===== config.mk =====
export PLATFORM = sky130hd
export DESIGN_NAME = fp_seq_div_flat
export DESIGN_NICKNAME = d
export VERILOG_FILES = /design/src/rtl/fp_seq_div_pkg.sv /design/src/rtl/fp_seq_div_if.sv /design/src/rtl/fp_seq_div_classify.sv /design/src/rtl/fp_seq_div.sv /design/src/flat_wrapper.sv
export SDC_FILE = /design/constraint.sdc
export NUM_CORES = 1
export LEC_CHECK = 0
export BUFFER_PORTS_ARGS = -buffer_cell sky130_fd_sc_hd__buf_2
export CAP_MARGIN = 20
export CORE_MARGIN = 5
export CORE_UTILIZATION = 45
export DETAILED_ROUTE_END_ITERATION = 16
export GPL_ROUTABILITY_DRIVEN = 0
export PLACE_DENSITY_LB_ADDON = 0.08
export SYNTH_ARGS = -nofsm -noshare
export SYNTH_HDL_FRONTEND = slang
export SYNTH_SLANG_ARGS = --single-unit
export TNS_END_PERCENT = 50

===== constraint.sdc =====
create_clock -name clk -period 9.25 [get_ports clk]
set_input_delay 2.775 -clock clk [delete_from_list [all_inputs] [get_ports clk]]
set_output_delay 2.775 -clock clk [all_outputs]
set_load 0.01 [all_outputs]

===== src/rtl/fp_seq_div_pkg.sv =====
// fpu_pkg: shared FPU types, IEEE-754 single constants and exception flag bit positions.
package fpu_pkg;
    typedef enum logic [2:0] {IDLE, PREP, ITER, ROUND, DONE} state_e;
    localparam logic [31:0] FP_CANON_NAN = 32'h7FC00000;
    localparam logic [31:0] FP_POS_INF   = 32'h7F800000;
    localparam int NV = 4;
    localparam int DZ = 3;
    localparam int OF = 2;
    localparam int UF = 1;
    localparam int NX = 0;
    localparam int EXP_W  = 8;
    localparam int FRAC_W = 23;
endpackage


===== src/rtl/fp_seq_div_if.sv =====
// fp_seq_div_if: operand/result valid-ready handshake bundle for the sequential divider.
interface fp_seq_div_if;
    logic        in_valid;
    logic        in_ready;
    logic [31:0] op1;
    logic [31:0] op2;
    logic        out_valid;
    logic        out_ready;
    logic [31:0] result;
    logic [4:0]  fflags;
    modport master(output in_valid, op1, op2, out_ready, input in_ready, out_valid, result, fflags);
    modport slave(input in_valid, op1, op2, out_ready, output in_ready, out_valid, result, fflags);
endinterface


===== src/rtl/fp_seq_div_classify.sv =====
// fp_classify: combinational IEEE-754 single classification; subnormals report as zero.
module fp_classify
    import fpu_pkg::*;
(
    input  logic [31:0] i_x,
    output logic        o_sign,
    output logic        o_zero,
    output logic        o_inf,
    output logic        o_nan,
    output logic        o_snan
);
    logic [EXP_W-1:0]  w_exp;
    logic [FRAC_W-1:0] w_frac;
    assign w_exp  = i_x[FRAC_W +: EXP_W];
    assign w_frac = i_x[FRAC_W-1:0];
    assign o_sign = i_x[31];
    assign o_zero = w_exp == '0;
    assign o_inf  = (&w_exp) && w_frac == '0;
    assign o_nan  = (&w_exp) && w_frac != '0;
    assign o_snan = o_nan && !w_frac[FRAC_W-1];
endmodule


===== src/rtl/fp_seq_div.sv =====
// fp_seq_div: multi-cycle IEEE-754 single divider, one restoring step per clock, RNE rounding.
module fp_seq_div
    import fpu_pkg::*;
(
    input  logic         clk,
    input  logic         rst_n,
    fp_seq_div_if.slave  bus
);
    localparam logic [2:0] S_IDLE  = IDLE;
    localparam logic [2:0] S_PREP  = PREP;
    localparam logic [2:0] S_ITER  = ITER;
    localparam logic [2:0] S_ROUND = ROUND;
    localparam logic [2:0] S_DONE  = DONE;

    logic [2:0]  r_state;
    logic [31:0] r_a, r_b, r_result;
    logic [25:0] r_rem;
    logic [24:0] r_q;
    logic [9:0]  r_exp;
    logic [4:0]  r_cnt, r_fflags;

    logic w_as, w_az, w_ai, w_an, w_asn, w_bs, w_bz, w_bi, w_bn, w_bsn;
    fp_classify u_cls_a (.i_x(r_a), .o_sign(w_as), .o_zero(w_az), .o_inf(w_ai), .o_nan(w_an), .o_snan(w_asn));
    fp_classify u_cls_b (.i_x(r_b), .o_sign(w_bs), .o_zero(w_bz), .o_inf(w_bi), .o_nan(w_bn), .o_snan(w_bsn));

    logic        w_sign, w_special, w_sp_nan, w_sp_inf, w_lt, w_ge, w_gs, w_up, w_of, w_uf;
    logic [23:0] w_ma, w_mb, w_sum;
    logic [25:0] w_diff;
    logic [9:0]  w_exp0, w_exp_r;
    logic [31:0] w_sp_res, w_rd_res;
    logic [4:0]  w_sp_flg, w_rd_flg;

    assign w_sign    = w_as ^ w_bs;
    assign w_special = w_az | w_ai | w_an | w_bz | w_bi | w_bn;
    assign w_sp_nan  = w_an | w_bn | (w_az & w_bz) | (w_ai & w_bi);
    assign w_sp_inf  = !w_sp_nan && (w_bz || w_ai);
    assign w_sp_res  = w_sp_nan ? FP_CANON_NAN : w_sp_inf ? (FP_POS_INF | {w_sign, 31'd0}) : {w_sign, 31'd0};

    assign w_ma   = {1'b1, r_a[22:0]};
    assign w_mb   = {1'b1, r_b[22:0]};
    assign w_lt   = w_ma < w_mb;
    assign w_exp0 = {2'b0, r_a[30:23]} - {2'b0, r_b[30:23]} + (w_lt ? 10'd126 : 10'd127);
    assign w_ge   = r_rem >= {2'b0, w_mb};
    assign w_diff = r_rem - {2'b0, w_mb};

    // The leading quotient bit has shifted out of r_q, leaving frac/guard/sticky in place.
    assign w_gs     = r_q[1] | r_q[0] | (r_rem != '0);
    assign w_up     = r_q[1] & (r_q[0] | (r_rem != '0) | r_q[2]);
    assign w_sum    = {1'b0, r_q[24:2]} + {23'd0, w_up};
    assign w_exp_r  = r_exp + {9'd0, w_sum[23]};
    assign w_of     = $signed(w_exp_r) >= 10'sd255;
    assign w_uf     = $signed(w_exp_r) <= 10'sd0;
    assign w_rd_res = w_of ? (FP_POS_INF | {w_sign, 31'd0}) : w_uf ? {w_sign, 31'd0} : {w_sign, w_exp_r[7:0], w_sum[22:0]};

    always_comb begin
        w_sp_flg     = '0;
        w_sp_flg[NV] = (w_an | w_bn) ? (w_asn | w_bsn) : w_sp_nan;
        w_sp_flg[DZ] = !w_sp_nan && w_bz && !w_ai;
        w_rd_flg     = '0;
        w_rd_flg[OF] = w_of;
        w_rd_flg[UF] = w_uf && !w_of;
        w_rd_flg[NX] = w_of | w_uf | w_gs;
    end

    assign bus.in_ready  = r_state == S_IDLE;
    assign bus.out_valid = r_state == S_DONE;
    assign bus.result    = r_result;
    assign bus.fflags    = r_fflags;

    always_ff @(posedge clk or negedge rst_n) begin
        if (!rst_n) begin
            r_state  <= S_IDLE;
            r_a      <= '0;
            r_b      <= '0;
            r_result <= '0;
            r_fflags <= '0;
            r_rem    <= '0;
            r_q      <= '0;
            r_exp    <= '0;
            r_cnt    <= '0;
        end else begin
            case (r_state)
                S_IDLE: if (bus.in_valid) begin
                    r_a     <= bus.op1;
                    r_b     <= bus.op2;
                    r_state <= S_PREP;
                end
                S_PREP: if (w_special) begin
                    r_result <= w_sp_res;
                    r_fflags <= w_sp_flg;
                    r_state  <= S_DONE;
                end else begin
                    r_rem   <= w_lt ? {1'b0, w_ma, 1'b0} : {2'b0, w_ma};
                    r_exp   <= w_exp0;
                    r_q     <= '0;
                    r_cnt   <= '0;
                    r_state <= S_ITER;
                end
                S_ITER: begin
                    r_q     <= {r_q[23:0], w_ge};
                    r_rem   <= (w_ge ? w_diff : r_rem) << 1;
                    r_cnt   <= r_cnt + 5'd1;
                    r_state <= (r_cnt == 5'd25) ? S_ROUND : S_ITER;
                end
                S_ROUND: begin
                    r_result <= w_rd_res;
                    r_fflags <= w_rd_flg;
                    r_state  <= S_DONE;
                end
                S_DONE: if (bus.out_ready) r_state <= S_IDLE;
                default: r_state <= S_IDLE;
            endcase
        end
    end
endmodule


===== src/flat_wrapper.sv =====
// flat-port wrapper written by rule: the top's interface ports become plain ports
module fp_seq_div_flat import fpu_pkg::*;
  (clk, rst_n, bus_in_valid, bus_op1, bus_op2, bus_out_ready, bus_in_ready, bus_out_valid, bus_result, bus_fflags);
  fp_seq_div_if bus_i ();
  input  logic clk;
  input  logic rst_n;
  input wire logic [$bits(bus_i.in_valid)-1:0] bus_in_valid;
  input wire logic [$bits(bus_i.op1)-1:0] bus_op1;
  input wire logic [$bits(bus_i.op2)-1:0] bus_op2;
  input wire logic [$bits(bus_i.out_ready)-1:0] bus_out_ready;
  output wire logic [$bits(bus_i.in_ready)-1:0] bus_in_ready;
  output wire logic [$bits(bus_i.out_valid)-1:0] bus_out_valid;
  output wire logic [$bits(bus_i.result)-1:0] bus_result;
  output wire logic [$bits(bus_i.fflags)-1:0] bus_fflags;
  assign bus_i.in_valid = bus_in_valid;
  assign bus_i.op1 = bus_op1;
  assign bus_i.op2 = bus_op2;
  assign bus_i.out_ready = bus_out_ready;
  assign bus_in_ready = bus_i.in_ready;
  assign bus_out_valid = bus_i.out_valid;
  assign bus_result = bus_i.result;
  assign bus_fflags = bus_i.fflags;
  fp_seq_div u_core (.clk(clk), .rst_n(rst_n), .bus(bus_i));
endmodule

==> flow_metrics.py <==
metrics = {
    "clock_network": {
        "clock-sinks": 170,
        "clk_path_buf_depth": 2,
        "cts_tree": "done",
        "cts_max_level": 4,
        "cts_root_buf": "clkbuf_16",
        "ctsHoldBuffers": 0,
        "cts_setup_buffers": 0,
        "post_cts_resized": 0,
        "clk_pin_slew_ns": 0.07,
        "cts_buffers": 17,
        "insertion_delay_ns": 0.43,
    },
    "global_route": {
        "grt_pass1_wl_um": 43300,
        "grt_start_max_net_pins": 96,
        "grt_pass1_vias": 7942,
        "grt_antenna_before_repair": 0,
        "grt.total_usage": 0.2092,
        "grt_overflow_total": 0,
    },
    "detailed_routing": {
        "vias": 8097,
        "wl_um": 26480,
        "wire_per_inst_um": 18.29,
        "drt_pre_antenna_iters": 5,
        "vias_per_cell": 5.592,
        "drc": 0,
        "dr.first_iter.drc_count": 444,
        "ant_nets": 0,
    },
    "floorplanning": {
        "die_h_um": 160.3,
        "ios": 107,
        "coreArea_um2": 22430,
        "fp.dieW_um": 160.3,
        "num_rows": 55,
        "die_area_um2": 25700,
        "initial_core_util": 0.4532,
    },
    "sta": {
        "fin_tns_setup_ns": 0,
        "hold_ws_ns": 0.4762,
        "grt_setup_unrepaired": "no",
        "skew_ns": 0.01061,
        "slew_viol_final": 0,
        "finalSetupViolCount": 0,
        "worstMarginPinSlew_ns": 1.065,
        "fin_crit_ns": 4.461,
        "hold_viol": 0,
        "period_share": 0.4823,
        "fmax_ghz": 0.2242,
        "slew_headroom": 0.2901,
    },
    "critical_path": {
        "critPathMaxStageDelay_ns": 0.68,
        "crit_arrival_ns": 4.78,
        "critPathBufInv": 0,
        "crit_fanout": 22,
        "crit_chain": "and3_1 > and3_1 > and2_1 > nand3_1 > nor2_1 > and3_1 > ha_1 > ha_1 > xor2_1 > and3_1 > nand4_1 > o21ai_0 > a21oi_1 > a41oi_1 > nand2b_1 > nor2_1 > o22a_1",
        "path_class": "reg2reg",
        "required_ns": 9.57,
        "cp_top_family": "simple AND/OR/NAND/NOR gates",
        "cp-start-kind": "flip-flop",
        "slowest_stage": "nand2b_1",
        "critPathCaptureType": "flip-flop",
        "timing.critical_path.mode_cell": "and3_1",
    },
    "place": {
        "dp_hpwl_um": 19910,
        "port_buffers": 106,
    },
    "synth": {
        "synth-edff-count": 0,
        "synthArstFlopShare": 1.000,
        "syn-cell-area_um2": 10170,
        "ys.flop_type": "dfrtp_1",
        "synth-seq-area-share": 0.4185,
        "synth_seq_cells": 170,
        "synth_fp_nets": 1198,
        "synth_cell_type_count": 77,
        "synth_cells": 1067,
        "avgSynthCellArea_um2": 9.528,
        "yosys_warnings": 0,
    },
    "power": {
        "ir_drop_v": 0.0001852,
        "pwr_density_cell_nw_per_um2": 440.5,
        "power.total_mw": 5.051,
        "p_leak_nw": 5.184,
    },
    "finish": {
        "multi_input_area_um2": 5489,
        "antennaDiodeCount": 0,
        "syn_to_final_growth_pct": 12.81,
        "nets": 1282,
        "drive_gt1_frac": 0.1771,
        "seqCellArea_um2": 4254,
        "fillers": 2142,
        "fin_util": 0.5112,
    },
    "min_path": {
        "hp-class": "reg2reg",
    },
    "job": {
        "cap_viol_max_count": 0,
    },
    "run_status": {
        "outcome": "finished, final reports clean",
    },
}
state kept, by name, indices dropped and copies added, names as in the netlist:
name and count:
u_core.bus.result 32, u_core.r_cnt 5, u_core.bus.fflags 5, u_core.r_state 3
u_core.r_exp 10, u_core.r_a 32, u_core.r_q 25, u_core.r_rem 26
u_core.r_b 32
final cells by class:
type,instances,area share
inverters,49,0.01604
multi-input cells,800,0.4786
clock buffers,18,0.03742
clock inverters,13,0.01276
flip-flops and latches,170,0.3709
repair buffers,113,0.05313
well taps,285,0.03109
per-layer routing:
| metal | GRT usage | up-vias | part of all wire |
|---|---|---|---|
| met3 | 0.03310 | 25 | 0.039 |
| met1 | 0.2924 | 3885 | 0.47 |
| met2 | 0.3426 | 156 | 0.47 |
| met5 | 0 | - | 0 |
| li1 | - | 4031 | - |
| met4 | 0.05241 | 0 | 0.015 |
stage by stage:
stage / std cells / instance area, um2 / setup slack, ns
after floorplan: 1067 / 10170 / 5.390
after global placement: 1416 / 10870 / 4.730
after detailed placement: 1416 / 10870 / 4.743
after CTS: 1447 / 11440 / 4.720
after global routing: 1448 / 11470 / 4.321
final: 1448 / 11470 / 4.789
cell usage in the layout (no fill, tap or decap), types with 5 or more instances in the layout:
cell type   netlist  final
o22ai_1          14     14
a22o_1           24     24
buf_4             3      6
and4_1            7      7
nand4_1          23     23
nand2b_1          6      6
a31oi_1          10     10
mux2i_1          20     20
nand3_1          21     21
buf_2             5    105
nand2_1         116    116
nor4_1           21     21
xnor2_1          27     27
nor3_1           24     24
and3_1           11     11
ha_1             61     61
o21ai_1          26     26
clkinvlp_4        0      5
mux2_2           43     43
inv_1            49     49
dfrtp_1         170    170
clkbuf_16         0     17
xor2_1           32     32
nor2b_1           7      7
nor2_1           60     59
a21oi_1          63     63
a211oi_1         14     14
and2_1            8      7
o21a_1           11     11
o21ai_0          66     66
a21o_1           17     17
Yosys cell counts (all sizes together), types with 3 or more instances:
library cell	count	share of area
nand3	21	0.010
a21o	18	0.013
mux2i	20	0.020
inv	49	0.018
a32o	3	0.0030
and3	11	0.0068
dfrtp	170	0.42
nand2	116	0.043
o22a	4	0.0034
o21ai	94	0.047
and4	7	0.0060
or3	4	0.0025
a31oi	10	0.0062
a21oi	65	0.033
a22o	24	0.021
and2	10	0.0063
nand4	23	0.014
or2	3	0.0018
buf	17	0.011
a2111oi	3	0.0032
o21a	11	0.0081
o31ai	4	0.0030
mux2	43	0.048
o22ai	14	0.0086
nand2b	6	0.0037
nor3	25	0.013
xnor2	27	0.023
o31a	3	0.0026
xor2	32	0.028
nor2	60	0.022
nor2b	7	0.0043
nor4	22	0.014
clkbuf	30	0.012
a211oi	14	0.010
o211ai	5	0.0042
ha	61	0.075
worst min-delay path, cell delays in order (launching register included):
cell and delay, ns:
dfrtp_1 0.34, nand2_1 0.04, o21ai_1 0.06
worst paths after layout:
check	to	depth (start not counted)	start	slack, ns
max	u_core.bus.result[22]$_DFFE_PN0P_	17	u_core.r_q[4]$_DFFE_PN0P_	4.79
min	u_core.bus.result[13]$_DFFE_PN0P_	2	u_core.bus.result[13]$_DFFE_PN0P_	0.48
max reg2reg	u_core.bus.result[22]$_DFFE_PN0P_	17	u_core.r_q[4]$_DFFE_PN0P_	4.79
min reg2reg	u_core.bus.result[13]$_DFFE_PN0P_	2	u_core.bus.result[13]$_DFFE_PN0P_	0.48
max in group asynchronous	u_core.r_a[22]$_DFFE_PN0P_	3	rst_n	5.62
min in group asynchronous	u_core.bus.result[2]$_DFFE_PN0P_	1	rst_n	2.43
report_power, final:
part,internal [mW],switching (mW),total [mW]
sequential,1.05,0.332,1.38
clock,0.398,0.309,0.707
combinational,1.27,1.69,2.96
total,2.72,2.33,5.05
cell families after synthesis:
family / share of synthesized area
AO/OA/AOI/OAI: 0.1849
flip-flops: 0.4185
XOR/XNOR: 0.05083
buffers and inverters: 0.04209
AND/OR/NAND/NOR: 0.1574
adder cells (fa/ha/maj): 0.07902
multiplexers: 0.06732
Note: power is estimated with default switching activity, not from simulation.
